$ cat src/rtl/dense_out_serializer.sv
// Requantizes a dense layer's NUM_TREES 32-bit results to 8-bit pixels and
// serializes them, tree 0 first, onto a ready/valid byte stream.
// Optional build macro: DENSE_SER_ROUND_EN adds round-half-up before the shift.

module dense_ser_requant #(
  parameter int SHIFT = 3
) (
  input  logic [31:0] word,
  output logic [7:0]  pixel,
  output logic        sat
);
  logic signed [32:0] v_ext;
  logic signed [32:0] q;

`ifdef DENSE_SER_ROUND_EN
  // Widened to 33 bits so adding the half-LSB can never wrap a large positive word.
  localparam logic signed [32:0] RND = (SHIFT == 0) ? 33'sd0 :
                                       (33'sd1 <<< ((SHIFT == 0) ? 0 : SHIFT - 1));
`else
  localparam logic signed [32:0] RND = 33'sd0;
`endif

  always_comb begin
    v_ext = $signed({word[31], word}) + RND;
    q     = v_ext >>> SHIFT;
    pixel = q[7:0];
    sat   = 1'b0;
    if (q[32]) begin
      pixel = 8'd0;
    end else if (|q[31:8]) begin
      pixel = 8'd255;
      sat   = 1'b1;
    end
  end
endmodule

module dense_out_serializer #(
  parameter int NUM_TREES = 2,
  parameter int SHIFT     = 3
) (
  input  logic                      clock,
  input  logic                      reset,
  input  logic [32*NUM_TREES-1:0]   pixel_vector_in,
  input  logic                      in_valid,
  output logic                      in_ready,
  output logic [7:0]                pixel_out,
  output logic                      out_valid,
  input  logic                      out_ready,
  output logic                      out_last,
  output logic [15:0]               sat_count
);
  localparam int IW = (NUM_TREES > 1) ? $clog2(NUM_TREES) : 1;
  localparam logic [IW-1:0] LAST = IW'(NUM_TREES - 1);

  localparam logic [0:0] IDLE = 1'b0;
  localparam logic [0:0] SEND = 1'b1;

  logic [0:0]                  state;
  logic [IW-1:0]               idx;
  logic [IW-1:0]               idx_inc;
  logic [NUM_TREES-1:0][7:0]   buf_q;
  logic [NUM_TREES-1:0][7:0]   pix_n;
  logic [NUM_TREES-1:0]        sat_n;
  logic [16:0]                 sat_add;
  logic [16:0]                 sat_sum;
  logic [15:0]                 sat_nxt;
  logic                        accept;

  genvar k;
  generate
    for (k = 0; k < NUM_TREES; k++) begin : g_lane
      dense_ser_requant #(.SHIFT(SHIFT)) u_rq (
        .word  (pixel_vector_in[32*k +: 32]),
        .pixel (pix_n[k]),
        .sat   (sat_n[k])
      );
    end
  endgenerate

  assign in_ready = (state == IDLE) | ((state == SEND) & out_last & out_ready);
  assign accept   = in_valid & in_ready;
  assign idx_inc  = idx + 1'b1;

  // Several lanes may clamp in the same vector; the count saturates rather than wraps.
  always_comb begin
    sat_add = '0;
    for (int i = 0; i < NUM_TREES; i++) sat_add = sat_add + 17'(sat_n[i]);
    sat_sum = {1'b0, sat_count} + sat_add;
    sat_nxt = sat_sum[16] ? 16'hFFFF : sat_sum[15:0];
  end

  always_ff @(posedge clock or negedge reset) begin
    if (!reset) begin
      state     <= IDLE;
      idx       <= '0;
      buf_q     <= '0;
      pixel_out <= 8'd0;
      out_valid <= 1'b0;
      out_last  <= 1'b0;
      sat_count <= 16'd0;
    end else if (accept) begin
      // Also covers the last-pixel handshake, so a new vector follows with no bubble.
      state     <= SEND;
      idx       <= '0;
      buf_q     <= pix_n;
      pixel_out <= pix_n[0];
      out_valid <= 1'b1;
      out_last  <= (NUM_TREES == 1);
      sat_count <= sat_nxt;
    end else if (state == SEND && out_ready) begin
      if (out_last) begin
        state     <= IDLE;
        out_valid <= 1'b0;
      end else begin
        idx       <= idx_inc;
        pixel_out <= buf_q[idx_inc];
        out_last  <= (idx_inc == LAST);
      end
    end
  end
endmodule
$ cat config.mk
export PLATFORM = sky130hd
export DESIGN_NAME = dense_out_serializer
export DESIGN_NICKNAME = d
export VERILOG_FILES = /design/src/rtl/dense_out_serializer.sv
export SDC_FILE = /design/constraint.sdc
export NUM_CORES = 1
export LEC_CHECK = 0
export CAP_MARGIN = 20
export CORE_MARGIN = 3
export CORE_UTILIZATION = 34
export CTS_CLUSTER_SIZE = 28
export DETAILED_ROUTE_END_ITERATION = 6
export PLACE_DENSITY = 0.78
export SYNTH_ARGS = -nofsm -noshare
export SYNTH_HDL_FRONTEND = slang
export SYNTH_SLANG_ARGS = --single-unit
$ cat constraint.sdc
create_clock -name clock -period 5.5 [get_ports clock]
set_clock_uncertainty 0.05 [all_clocks]
set_input_delay 1.375 -clock clock [delete_from_list [all_inputs] [get_ports clock]]
set_output_delay 1.375 -clock clock [all_outputs]
set_load 0.005 [all_outputs]
==> qor.txt, run 1 <==
CP max FO - 11
wirelength, routed - 5950 um
Syn-to-layout area delta - 48.4%
total iterations of the first detailed-routing run - 4
VDD IR max - 0.145 mV
count of cell types in the netlist - 41
height of the die - 86.4 um
Yosys warnings - 0
DR vias/cell - 5.50
site row count - 28
Final Cycle Share - 82.6%
fmax - 220 MHz
CP cell instances - clkdlybuf4s50_1 -> a21boi_2 -> inv_1 -> clkdlybuf4s50_1
initial antenna violation count - 0
total CTS buffers - 5
Reg clk slew, reported paths - 0.08 ns
worst hold slack - 0.462 ns
final worst path period need - 4.54 ns
Max-slew headroom - 36.9%
vias in the first global route - 1972
Slew Limit Fails - 0
Total GRT Usage - 16.2%
H-tree depth - 2
Die Wd - 86.4 um
hold path start - pixel_out[3]$_DFFE_PN0P_
Critical Path Slowest Stage Cell - a21boi_2
core area - 6100 sq um
worst reg2reg startpoint - sat_count[0]$_DFFE_PN0P_
HPWL Detailed - 4520 um
GR Util met1 - 20.6%
total nets after synthesis - 284
share of cells above drive strength 1 - 9.84%
Pwr Density - 373 nW/um^2
CTS tree - built
Seq cells post-synth - 43
Cells after Synth - 214
first-pass GRT wire length - 9630 um
Port Buf Inserts - 88
Crit path max-delay family - buffers and inverters
Netlist Area Pre-Place - 2200 sq um
min-delay worst type - reg -> reg
vias - 2091
Total Neg Setup Slack - 0 ns
CTS Hold Buffers Added - 0
register area share after synthesis - 48.9%
Bufs and invs on worst path - 3
Resized Gates After CTS - 0
largest net degree at the start of global routing - 44
CP Capture Type - primary output
DR iter-0 viols - 140
Final Util - 53.5%
global routing usage on met3 - 4.09%
most common cell after layout, fill and taps aside - clkdlybuf4s50_1
commonest non-fill, non-tap cells in the layout - clkdlybuf4s50_1, dfrtp_1, nand2_1, a21oi_1, nor2_1
full die area - 7470 sq um
unrepaired setup endpoints after global routing - no
# nets final - 374
Crit Path Class - in -> out
wire length per cell - 15.7 um
Crit path top cell by count - clkdlybuf4s50_1
gpl congestion - 0.833
max cap viols - 0
Pleak - 1.34 nW
CP max stage delay - 0.55 ns
Worst Hold Depth - 2
reg2reg end - sat_count[14]$_DFFE_PN0P_
post-CTS setup repair buffer count - 0
worst skew pair latency - 0.30 ns
Worst-Margin Slew - 0.946 ns
GR Layer Usage met2 - 26.4%
R2R setup slack - 3.27 ns
GRT overflow - 0
Hold EP - pixel_out[3]$_DFFE_PN0P_
CP Launch Type - input pin
DRC Markers - 0
# fillers - 545
Hold Vio Cnt, Final - 0
outcome - completed
Longest Clk Path Bufs - 2
# clock sinks - 43
root buf cell - clkbuf_8
Initial Utilization - 36.1%
Avg Inst Size Synth - 10.3 sq um
Final Setup Violations - 0
Worst Path Required - 4.07 ns
antenna fix cells - 0
Ports - 95
crit path DAT - 3.12 ns
Final ANT Viol Nets - 0
FF-to-FF path depth - 6
layer with the highest usage - met2
layout make-up:
class	instances	area [sq um]	area share (%)
repair buffers	89	883	27.1
clock inverters	2	35.0	1.07
multi-input cells	161	1080	33.0
flip-flops and latches	43	1080	33.0
well taps	75	93.8	2.88
clock buffers	6	82.6	2.53
inverters	4	15.0	0.460
per-stage QoR:
stage          instances  power (mW)  cell area, sq um  worst slack (ns)
6_report             380        1.22              3260             0.959
5_1_grt              380        1.29              3260             0.776
4_1_cts              380        1.22              3260             0.964
3_5_place_dp         372       0.968              3140             0.774
3_3_place_gp         372       0.948              3140             0.794
2_1_floorplan        214       0.737              2200              1.69
routing by layer:
layer	routed length (um)	share of wire, %	up-vias
met2	2800	47	100
met1	2470	42	992
li1	-	-	986
met5	0	0	-
met3	524	8.8	13
met4	157	2.6	0
how the worst max path moves through the flow:
stage	startpoint	to	cells after the start
after floorplan	pixel_vector_in[17]	sat_count[13]$_DFFE_PN0P_	11
after global placement	pixel_vector_in[31]	sat_count[14]$_DFFE_PN0P_	11
after detailed placement	pixel_vector_in[31]	sat_count[14]$_DFFE_PN0P_	11
after CTS	out_ready	in_ready	4
after global routing	pixel_vector_in[17]	sat_count[11]$_DFFE_PN0P_	12
final	out_ready	in_ready	4
synth_stat cells (all sizes together):
cell	instances	area (sq um)
nor3	6	46.3
a21boi	2	18.8
nand4	4	31.3
and2	1	6.26
ha	1	12.5
mux2i	8	80.1
dfrtp	43	1080
mux2	1	11.3
nand3	6	35.0
inv	4	15.0
and4	4	35.0
o221a	8	90.1
a31oi	3	18.8
xnor2	6	52.6
o41ai	1	27.5
nor4b	1	8.76
or4	2	18.8
o2111ai	8	70.1
and3	5	31.3
fa	1	20.0
clkbuf	1	3.75
nor3b	2	15.0
nor4	9	86.3
nand2	35	134
o22ai	1	6.26
a21oi	21	105
a41oi	1	8.76
nor2b	1	6.26
o21ai	9	45.0
buf	5	27.5
nor2	14	55.1
cell families (layout without fill, tap and decap cells):
logic type | Yosys count | in the layout | synth area share, %
DFF | 43 | 43 | 48.9
muxes | 9 | 9 | 4.15
buffers and inverters | 10 | 101 | 2.11
AOI/OAI and AO/OA | 54 | 54 | 17.8
and+or+nand+nor | 90 | 90 | 23.2
xor gates and xnor gates | 6 | 6 | 2.39
adders and majority gates | 2 | 2 | 1.48
flip-flops by register name, summed over array words and instances (netlist names):
register,flops
sat_count,16
buf_q,16
pixel_out,8
state,1
idx,1
out_last,1
power breakdown:
group	internal [mW]	switching [mW]
clock network	0.147	0.110
registers	0.428	0.102
logic	0.254	0.176
total	0.829	0.388
worst register-to-register path: stages, from the launching register on:
cell and delay, ns:
dfrtp_1 0.42, fa_1 0.45, ha_1 0.22, nand3_1 0.18
nor2_2 0.11, nand4_1 0.46, o21ai_0 0.19
(Power assumes the default switching activity.)
==> run 2: changes to the inputs <==
- clock period: 5.5 -> 4.2 ns (I/O delays scaled with it)
==> qor.txt, run 2 (synthesized netlist as in run 1, its figures left out) <==
root buf cell - clkbuf_8
antenna fix cells - 0 (unchanged)
unrepaired setup endpoints after global routing - no
Crit Path Class - in -> reg
Pwr Total - 1.52 mW (+25%)
Pleak - 1.34 nW (+0.22%)
first-pass GRT wire length - 9600 um (-0.29%)
Ports - 95 (unchanged)
vias in the first global route - 2031 (+3.0%)
post-CTS setup repair buffer count - 0 (unchanged)
Reg clk slew, reported paths - 0.09 ns (about the same)
Resized Gates After CTS - 0 (unchanged)
Hold Vio Cnt, Final - 0 (unchanged)
Final Cycle Share - 86.2%
CP max stage delay - 0.44 ns (-0.11 ns)
DR vias/cell - 5.40 (-1.8%)
Total GRT Usage - 15.9% (-0.29 points)
site row count - 28 (unchanged)
worst skew pair latency - 0.30 ns (about the same)
fmax - 276 MHz
full die area - 7470 sq um (unchanged)
Placement Cell Area - 3180 sq um (+1.2%)
total CTS buffers - 5 (unchanged)
largest net degree at the start of global routing - 44 (unchanged)
Worst Path Required - 4.34 ns (+0.27 ns)
crit path DAT - 3.76 ns (+0.64 ns)
min-delay worst type - reg -> reg
max cap viols - 0 (unchanged)
biggest regs - buf_q (16), sat_count (16), pixel_out (8)
most common cell after layout, fill and taps aside - clkdlybuf4s50_1
height of the die - 86.4 um (unchanged)
Longest Clk Path Bufs - 2 (unchanged)
Syn-to-layout area delta - 48.6%
Critical Path Slowest Stage Cell - fa_1
Max-slew headroom - 38.9% (+1.9 points)
Initial Utilization - 36.1% (unchanged)
CP Launch Type - input pin
Final Setup Violations - 0 (unchanged)
final instance area - 3270 sq um (+0.15%)
Final Util - 53.6% (+0.082 points)
CP cell instances - clkdlybuf4s50_1 -> nor4_1 -> nand4_2 -> nor4_4 -> nor2_1 -> fa_1 -> ha_1 -> nand3_1 -> nor2_2 -> nand3_1 -> mux2_2
Die Wd - 86.4 um (unchanged)
outcome - completed
Worst-Margin Slew - 0.917 ns (-0.0289 ns)
HPWL Detailed - 4460 um (-1.3%)
wirelength, routed - 5730 um (-3.7%)
commonest non-fill, non-tap cells in the layout - clkdlybuf4s50_1, dfrtp_1, nand2_1, a21oi_1, nor2_1
CTS Hold Buffers Added - 0 (unchanged)
Port Buf Inserts - 88 (unchanged)
CTS tree - built
gpl congestion - 0.825 (-0.97%)
core area - 6100 sq um (unchanged)
Total Neg Setup Slack - 0 ns (unchanged)
CP max FO - 7 (-4)
VDD IR max - 0.226 mV (+56%)
Slew Limit Fails - 0 (unchanged)
total iterations of the first detailed-routing run - 4 (unchanged)
final worst path period need - 3.62 ns
# fillers - 540 (-0.92%)
DRC Markers - 0 (unchanged)
# clock sinks - 43 (unchanged)
vias - 2080 (-0.53%)
# nets final - 379 (+1.3%)
Final ANT Viol Nets - 0 (unchanged)
wire length per cell - 14.9 um (-5.0%)
GRT overflow - 0 (unchanged)
DR iter-0 viols - 139 (-0.71%)
initial antenna violation count - 0 (unchanged)
H-tree depth - 2 (unchanged)
share of cells above drive strength 1 - 11.0% (+1.1 points)
CP Capture Type - register
worst hold slack - 0.467 ns (+0.00414 ns)
Crit path top cell by count - nand3_1
Pwr Density - 466 nW/um^2 (+25%)
==> run 2: changes by cell type in the layout (fill, tap and decap cells not counted) <==
cell and delta:
buf_4 +5, clkinvlp_4 +1, bufinv_16 -1, clkbuf_8 -1, clkbuf_1 +1
==> run 2: layout make-up <==
class                      instances  area, sq um  share of cell area [%]
sequential                        43         1080                    32.9
multi-input combinational        161         1080                    32.9
clock inverter                     2         12.5                   0.383
clock buffer                       6         72.6                    2.22
tap                               75         93.8                    2.87
inverter                           4         15.0                   0.460
timing repair buffer              94          921                    28.2
==> run 2: path summary, 6_finish.rpt <==
check	startpoint	end	slack [ns]	cells past startpoint
max	pixel_vector_in[19]	sat_count[12]$_DFFE_PN0P_	0.58	11
min	pixel_out[3]$_DFFE_PN0P_	pixel_out[3]$_DFFE_PN0P_	0.47	2
max reg2reg	sat_count[0]$_DFFE_PN0P_	sat_count[12]$_DFFE_PN0P_	2.22	6
min reg2reg	pixel_out[3]$_DFFE_PN0P_	pixel_out[3]$_DFFE_PN0P_	0.47	2
max in group asynchronous	reset	sat_count[0]$_DFFE_PN0P_	2.70	1
min in group asynchronous	reset	pixel_out[4]$_DFFE_PN0P_	0.82	1
==> run 2: per-layer routing <==
layer  vias up  global-route usage (%)  part of all wire [%]
met3        11                    4.09                   9.1
met5         -                       0                     0
met2        85                    25.5                    48
li1        994                       -                     -
met1       990                    20.6                    41
met4         0                    6.37                   1.5
==> run 2: worst max-delay path, delay by kind of cell <==
kind | cells | cell delay [ns]
and+or+nand+nor | 7 | 1.30
adders and majority gates | 2 | 0.67
buffers and inverters | 1 | 0.41
muxes | 1 | 0.33
==> run 2: stage by stage <==
| stage | cells | worst slack (ns) |
|---|---|---|
| floorplan | 214 | 0.711 |
| global placement | 377 | 0.275 |
| detailed placement | 377 | 0.252 |
| CTS | 385 | 0.564 |
| global route | 385 | 0.319 |
| finish | 385 | 0.579 |
==> run 2: report_power, final <==
| group | internal [mW] | switching [mW] |
|---|---|---|
| Clock | 0.116 | 0.143 |
| Sequential | 0.561 | 0.133 |
| Combinational | 0.342 | 0.228 |
| Total | 1.02 | 0.504 |
==> run 3: changes to the inputs <==
- CORE_ASPECT_RATIO: unset -> 1.5
- GPL_TIMING_DRIVEN: unset -> 0
==> qor.txt, run 3 (synthesized netlist as in run 1, its figures left out) <==
CP Capture Type - register
commonest non-fill, non-tap cells in the layout - clkdlybuf4s50_1, dfrtp_1, nand2_1, a21oi_1, nor2_1
core area - 6220 sq um (+2.0%)
full die area - 7490 sq um (+0.27%)
H-tree depth - 2 (unchanged)
crit path DAT - 4.12 ns (+0.36 ns)
Final Setup Violations - 0 (unchanged)
Pwr Total - 1.60 mW (+4.8%)
Slew Limit Fails - 0 (unchanged)
total iterations of the first detailed-routing run - 4 (unchanged)
HPWL Detailed - 4820 um (+8.1%)
GRT overflow - 0 (unchanged)
VDD IR max - 0.180 mV (-20%)
Worst Path Required - 4.32 ns (-0.02 ns)
Initial Utilization - 35.4% (-0.71 points)
Worst-Margin Slew - 0.679 ns (-0.238 ns)
Longest Clk Path Bufs - 2 (unchanged)
gpl congestion - 0.807 (-2.3%)
vias in the first global route - 2129 (+4.8%)
Reg clk slew, reported paths - 0.08 ns (about the same)
Final ANT Viol Nets - 0 (unchanged)
Pleak - 1.37 nW (+2.1%)
Syn-to-layout area delta - 50.7%
antenna fix cells - 0 (unchanged)
min-delay worst type - reg -> reg
Final Cycle Share - 95.3% (+9.1 points)
unrepaired setup endpoints after global routing - no
Crit Path Class - in -> reg
Reg area - 1080 sq um (unchanged)
Max-slew headroom - 54.7% (+16 points)
Die Wd - 71.7 um (-17%)
non-filler cells, final - 386 (+0.26%)
Final Util - 53.3% (-0.33 points)
CP max stage delay - 0.62 ns (+0.18 ns)
max cap viols - 0 (unchanged)
Ports - 95 (unchanged)
wirelength, routed - 5910 um (+3.1%)
wire length per cell - 15.3 um (+2.9%)
Pwr Density - 482 nW/um^2 (+3.4%)
DRC Markers - 0 (unchanged)
# clock sinks - 43 (unchanged)
outcome - completed
DR vias/cell - 5.36 (-0.79%)
fmax - 250 MHz (-9.6%)
total CTS buffers - 5 (unchanged)
first-pass GRT wire length - 9890 um (+3.1%)
CTS tree - built
CP Launch Type - input pin
height of the die - 104 um (+21%)
biggest regs - buf_q (16), sat_count (16), pixel_out (8)
final worst path period need - 4.00 ns (+0.383 ns)
most common cell after layout, fill and taps aside - clkdlybuf4s50_1
Port Buf Inserts - 88 (unchanged)
Hold Vio Cnt, Final - 0 (unchanged)
Resized Gates After CTS - 0 (unchanged)
largest net degree at the start of global routing - 34 (-23%)
Total Neg Setup Slack - 0 ns (unchanged)
root buf cell - clkbuf_8
# fillers - 544 (+0.74%)
share of cells above drive strength 1 - 11.5% (+0.57 points)
Total GRT Usage - 16.3% (+0.42 points)
# nets final - 381 (+0.53%)
site row count - 35 (+25%)
CP max FO - 10 (+3)
Critical Path Slowest Stage Cell - or4_4
initial antenna violation count - 0 (unchanged)
vias - 2069 (-0.53%)
footprint of the multi-input gates - 1080 sq um (unchanged)
worst hold slack - 0.462 ns (-0.00500 ns)
Post-Place Cells - 377 (unchanged)
worst skew pair latency - 0.29 ns (about the same)
DR iter-0 viols - 98 (-29%)
CP cell instances - clkdlybuf4s50_1 -> or4_4 -> nor4_4 -> nor2_1 -> fa_1 -> ha_1 -> nand3_1 -> nor2_2 -> nand4_1 -> buf_2 -> o21ai_0
run 3: path summary, 6_finish.rpt:
kind,startpoint,end,slack [ns],depth (start not counted)
min in group asynchronous,reset,pixel_out[1]$_DFFE_PN0P_,0.57,1
hold reg to reg,pixel_out[7]$_DFFE_PN0P_,pixel_out[7]$_DFFE_PN0P_,0.46,2
setup reg to reg,sat_count[0]$_DFFE_PN0P_,sat_count[13]$_DFFE_PN0P_,2.03,7
setup / recovery,pixel_vector_in[31],sat_count[13]$_DFFE_PN0P_,0.20,11
max in group asynchronous,reset,sat_count[4]$_DFFE_PN0P_,3.07,2
hold / removal,pixel_out[7]$_DFFE_PN0P_,pixel_out[7]$_DFFE_PN0P_,0.46,2
run 3: metrics by stage:
step | instance area, sq um | setup slack [ns]
2_1_floorplan | 2200 | 0.711
3_3_place_gp | 3170 | -0.202
3_5_place_dp | 3190 | -0.270
4_1_cts | 3300 | 0.0181
5_1_grt | 3310 | 0.00963
6_report | 3310 | 0.196
run 3: repair_timing:
| item | in CTS | in global routing |
|---|---|---|
| setup endpoints to repair | 0 | 10 |
| setup buffers | 0 | 1 |
| hold buffers | 0 | 0 |
run 3: where the power goes:
group	switching, mW	internal [mW]
Clock	0.140	0.192
Sequential	0.107	0.561
Combinational	0.250	0.345
run 3: metal layers:
layer	wire (um)	global-route usage (%)
met1	2240	17.8
met2	3090	29.6
met3	473	4.26
met4	106	5.78
met5	0	0
run 3: final cells by class:
class,instances,share of cell area (%)
clock inverters,2,1.06
multi-input cells,161,32.5
flip-flops and latches,43,32.5
well taps,74,2.80
inverters,4,0.453
repair buffers,90,27.3
plain buffers,6,0.944
clock buffers,6,2.49
run 3: critical path: cells and delay by family:
kind	cells	cell delay (ns)
simple gates	6	1.50
fa+ha+maj	2	0.67
compound gates	1	0.13
buf+inv	2	0.76
